## config.mk

```make
export PLATFORM = sky130hd
export DESIGN_NAME = mem_arbiter
export DESIGN_NICKNAME = d
export VERILOG_FILES = /design/src/rtl/mem_arbiter.sv
export SDC_FILE = /design/constraint.sdc
export NUM_CORES = 1
export LEC_CHECK = 0
export CORE_MARGIN = 4
export CORE_UTILIZATION = 31
export DETAILED_ROUTE_END_ITERATION = 8
export PLACE_DENSITY = 0.9
export SLEW_MARGIN = 5
export SYNTH_ARGS = -nofsm -noshare
export SYNTH_HDL_FRONTEND = slang
export SYNTH_SLANG_ARGS = --single-unit
```

## constraint.sdc

```tcl
create_clock -name clk -period 2.1 [get_ports clk]
set_input_delay 0.42 -clock clk [delete_from_list [all_inputs] [get_ports clk]]
set_output_delay 0.42 -clock clk [all_outputs]
set_load 0.02 [all_outputs]
```

## src/rtl/mem_arbiter.sv

```systemverilog
// Two-requester round-robin arbiter in front of a single-port synchronous memory.
// Grants and memory drive are combinational; read data returns one cycle after a read grant.
module mem_arbiter #(
  parameter int unsigned ADDR_WIDTH = 4,
  parameter int unsigned WIDTH      = 8
) (
  input  logic                  clk,
  input  logic                  reset,
  input  logic                  req0,
  input  logic                  writeEnable0,
  input  logic [ADDR_WIDTH-1:0] address0,
  input  logic [WIDTH-1:0]      writeData0,
  output logic                  grant0,
  output logic [WIDTH-1:0]      readData0,
  output logic                  readValid0,
  input  logic                  req1,
  input  logic                  writeEnable1,
  input  logic [ADDR_WIDTH-1:0] address1,
  input  logic [WIDTH-1:0]      writeData1,
  output logic                  grant1,
  output logic [WIDTH-1:0]      readData1,
  output logic                  readValid1,
  output logic                  memWriteEnable,
  output logic [ADDR_WIDTH-1:0] memAddress,
  output logic [WIDTH-1:0]      memWriteData,
  input  logic [WIDTH-1:0]      memReadData
);

  logic r_last_grant;
  logic r_resp_pending;
  logic r_resp_id;

  logic w_grant0;
  logic w_grant1;
  logic w_any_grant;

  // Grants are held off while reset is asserted so every output reads 0 in reset.
  always_comb begin
    w_grant0 = 1'b0;
    w_grant1 = 1'b0;
    if (!reset) begin
      if (req0 && req1) begin
        w_grant0 = r_last_grant;
        w_grant1 = ~r_last_grant;
      end else begin
        w_grant0 = req0;
        w_grant1 = req1;
      end
    end
  end

  assign w_any_grant = w_grant0 | w_grant1;
  assign grant0      = w_grant0;
  assign grant1      = w_grant1;

  always_comb begin
    memWriteEnable = 1'b0;
    memAddress     = '0;
    memWriteData   = '0;
    if (w_grant0) begin
      memWriteEnable = writeEnable0;
      memAddress     = address0;
      memWriteData   = writeData0;
    end else if (w_grant1) begin
      memWriteEnable = writeEnable1;
      memAddress     = address1;
      memWriteData   = writeData1;
    end
  end

  always_ff @(posedge clk or posedge reset) begin
    if (reset) begin
      r_last_grant   <= 1'b1;
      r_resp_pending <= 1'b0;
      r_resp_id      <= 1'b0;
    end else begin
      if (w_any_grant) begin
        r_last_grant <= w_grant1;
      end
      r_resp_pending <= w_any_grant & ~memWriteEnable;
      r_resp_id      <= w_grant1;
    end
  end

  // Memory output is passed straight through to whichever requester owns the response.
  assign readValid0 = r_resp_pending & ~r_resp_id;
  assign readValid1 = r_resp_pending & r_resp_id;
  assign readData0  = readValid0 ? memReadData : '0;
  assign readData1  = readValid1 ? memReadData : '0;

endmodule

```

== Yosys cells after proc, flatten, opt, wreduce, memory -nomap -nowiden ==
Cells that the tools add are included.
W data, S select, Z words.

* Register bits after elaboration: 3
* Bits of input ports: 38
* Word-level logic and storage cells: 23

* Multiplexer cells: 12
* Bitwise logic cells: 7
* Reductions and logical operators: 1

{| class="wikitable"
|+ Operators with widths
! operator !! count
|-
| $mux W8 || 4
|-
| $mux W4 || 2
|-
| $mux W1 || 6
|-
| $and A1 B1 Y1 || 3
|-
| $not A1 Y1 || 3
|-
| $logic_and A1 B1 Y1 || 1
|-
| $or A1 B1 Y1 || 1
|}

== Depth between registers and ports, before layout ==
Gate-level depths: netlist of the first run.

* Depth after elaboration: 7
* Gate-level depth with buffers: 4
* Depth with buffers taken out: 2

== Worst setup path before layout of the first run ==
No wires, ideal clock.

* Kind: reg-to-output
* Start point: register r_last_grant
* End point: output memAddress[3]
* Arrival time: 1302 ps
* Required time: 1680 ps
* Path slack: 378 ps
* Stages on the path, launching flop included: 4
* Path buffers: 1
* Path through: dfstp_2 nor2b_2 buf_6 o32ai_1

* Cells in the longest elaborated chain, start to end: 5

{| class="wikitable"
|+ Ends and longest elaborated chain
! item !! line !! source
|-
| start, declared || 29 || <nowiki>logic r_last_grant;</nowiki>
|-
| start signal, assigned || 78 || <nowiki>r_last_grant <= w_grant1;</nowiki>
|-
| $not A1 Y1 || 44 || <nowiki>w_grant1 = ~r_last_grant;</nowiki>
|-
| $mux W1 || 42 || <nowiki>if (req0 && req1) begin</nowiki>
|-
| $mux W1 || 41 || <nowiki>if (!reset) begin</nowiki>
|-
| $mux W4 || 64 || <nowiki>end else if (w_grant1) begin</nowiki>
|-
| $mux W4 (*) || 60 || <nowiki>if (w_grant0) begin</nowiki>
|-
| end, declared || 24 || <nowiki>output logic [ADDR_WIDTH-1:0] memAddress,</nowiki>
|}

Every way passes the cells marked *; elsewhere a longest branch is shown, timed or not.

== Worst setup path after layout of the first run ==
* Start point: input req1
* End point: output memWriteEnable

* Cells in the longest elaborated chain, start to end: 5

{| class="wikitable"
|+ Ends and longest elaborated chain
! item !! line !! source
|-
| start, declared || 16 || <nowiki>input logic req1,</nowiki>
|-
| $logic_and A1 B1 Y1 || 42 ||
|-
| $mux W1 || 42 ||
|-
| $mux W1 || 41 ||
|-
| $mux W1 || 64 ||
|-
| $mux W1 (*) || 60 ||
|-
| end, declared || 23 || <nowiki>output logic memWriteEnable,</nowiki>
|}

Marked as above.

==> impl_metrics.json, run 1 <==
{
  "antenna_found_initial": 0,
  "ant_nets": 0,
  "synth_cells": 79,
  "synth.area.top_cells": "nand2b_1, o32ai_2, and2_1, and3_1, dfrtp_1",
  "htreeDepth": 1,
  "startpoint_type": "input pin",
  "clk_transition_reported_paths_ns": 0.04,
  "start_util_pct": 33.29,
  "drt-total-wl_um": 2499,
  "cts_buffer_depth": 2,
  "final_common_cell": "clkdlybuf4s50_1",
  "dr_total_vias": 879,
  "yosys_warnings": 0,
  "dr.pass1.iters": 2,
  "ys_ff_latch": 3,
  "max_freq_ghz": 0.4853,
  "clock_sinks": 3,
  "setup_viol": 0,
  "root_buffer": "clkbuf_4",
  "slew_headroom_pct": 83.98,
  "dieWidth_um": 54.60,
  "grt_pass1_wl_um": 3657,
  "yosysSeqAreaShare_pct": 11.34,
  "via_per_inst": 4.883,
  "tritoncts": "built",
  "dp_slack_ns": -0.6648,
  "io_pins": 71,
  "coreArea_um2": 2022,
  "dieArea_um2": 2981,
  "r2r-start": "r_last_grant",
  "synth.avg_cell_area_um2": 8.521,
  "area.growth.synth_to_final_pct": 108.4,
  "reg2regPathDepth": 4,
  "grt-ovfl-total": 0,
  "grt_pass1_vias": 845,
  "min_period_ns": 2.060,
  "regToRegSetupSlack_ns": 0.85,
  "drtIter0Drc": 6,
  "arrival_ns": 1.64,
  "critPathKind": "input pin to output pin",
  "drv_cap": 0,
  "drc_errors": 0,
  "worst_pin_slew_ns": 0.2402,
  "worstSetupEndpointType": "output pin",
  "maxSlewViolCount": 0,
  "status": "complete, no violations",
  "ys_types": 20,
  "required_ns": 1.68,
  "fin_crit_sh_pct": 98.12,
  "synth_top_area_cell": "nand2b_1",
  "grt_max_degree": 19,
  "grt_setup_unrepaired": "true",
  "rr_endpoint": "r_last_grant",
  "synth_top_area_share_pct": 25.09,
  "num_antenna_cells": 0,
  "worstPathMaxFanout": 10,
  "design_area_um2": 1403,
  "placed_area_um2": 1389,
  "hold_path.class": "input pin to async pin",
  "leakagePower_nw": 0.6646,
  "ir_drop_mv": 0.2179,
  "synth_nets": 117,
  "finalWorstSetupSlack_ns": 0.03950,
  "die_height_um": 54.60,
  "grt_usage_pct": 16.55,
  "gp_congestion": 0.6684,
  "cts_hold_buffers": 0,
  "dp_hpwl_um": 2005,
  "layout-drive-gt1-share_pct": 26.80,
  "rows": 16,
  "synth_area_um2": 673.1,
  "cts_buffers": 3,
  "power_per_cell_area_nw_per_um2": 348.2,
  "skew_ns": 0.003494,
  "final-hold-violation-count": 0,
  "layout_common_cells": "clkdlybuf4s50_1, nand2b_1, buf_4",
  "wl_per_cell_um": 13.88,
  "portBuffers": 70,
  "insertion_delay_ns": 0.24,
  "nNetsFinal": 192
}
metal layers:
layer / global-route usage (%) / part of all wire (%) / up-vias
li1: - / - / 431
met1: 15.21 / 33 / 400
met2: 34.84 / 57 / 43
met3: 2.452 / 8.6 / 5
met4: 6.224 / 1.5 / 0
met5: 0 / 0 / -
power by group:
group          switching, mW  internal (mW)
combinational          0.138          0.167
clock                 0.0347         0.0715
sequential           0.00894         0.0678
total                  0.182          0.307
stage by stage:
step           hold WS [ns]  cells  TNS [ns]  util (%)  power (mW)
2_1_floorplan        0.3283     79         0         -      0.2406
3_3_place_gp         0.5917    173    -8.950     68.69      0.3777
3_5_place_dp         0.5915    173    -9.509     68.69      0.3841
4_1_cts              0.5884    180         0     68.56      0.4875
5_1_grt              0.6133    180  -0.09116     69.37      0.5164
6_report             0.5820    180         0     69.37      0.4884
state kept, by name, summed over array words and instances (netlist names):
name            cells
r_last_grant        1
r_resp_id           1
r_resp_pending      1
worst max-delay path by stage:
stage | startpoint | end | slack [ns] | cells past startpoint
detailed placement | req1 | memAddress[0] | -0.66 | 4
finish | req1 | memWriteEnable | 0.04 | 5
global route | req1 | memAddress[3] | -0.03 | 5
global placement | req1 | memAddress[2] | -0.62 | 4
floorplan | r_last_grant | memAddress[3] | 0.38 | 3
CTS | reset | grant0 | 0.009 | 5
cell families (layout without fill, tap and decap cells):
kind of cell           Yosys count  count (layout)  share of synthesized area [%]
buffers and inverters           10              84                          11.34
flip-flops                       3               3                          11.34
AND/OR/NAND/NOR                 50              50                          46.10
AO/OA/AOI/OAI                   16              16                          31.23
cells in the mapped netlist, drive strengths merged:
cell type  count
nand2b        27
or2            2
and3           8
a22o           1
nor2           2
nor2b          2
a21bo          1
clkbuf         1
dfstp          1
o32ai         14
and2           9
dfrtp          2
buf            7
inv            2
final cells by class:
class | instances | area, um2
Clock buffer | 4 | 26.28
Fill cell | 161 | 619.3
Inverter | 2 | 7.507
Multi-Input combinational cell | 66 | 539.3
Sequential cell | 3 | 76.32
Tap cell | 27 | 33.78
Timing Repair Buffer | 78 | 719.4
critical path: stages:
cell and delay [ns]:
clkdlybuf4s50_1 0.43, nor2b_4 0.14, buf_4 0.17, o32ai_1 0.27, buf_2 0.21
timing repair:
action | in CTS | in global routing
hold endpoints to repair | 0 | 0
setup buffers | 3 | 0
resized for setup | 65 | 12
endpoints found under the setup margin | 24 | 23
No activity file was read; power rests on OpenSTA's default activity.
==> run 2: changes to the inputs <==
--- a/config.mk
+++ b/config.mk
@@ -9,7 +9,6 @@
 export CORE_UTILIZATION = 31
 export DETAILED_ROUTE_END_ITERATION = 8
 export PLACE_DENSITY = 0.9
-export SLEW_MARGIN = 5
 export SYNTH_ARGS = -nofsm -noshare
 export SYNTH_HDL_FRONTEND = slang
 export SYNTH_SLANG_ARGS = --single-unit
==> results of run 2 <==
The final DEF is identical to that of run 1; final timing and power are the same.
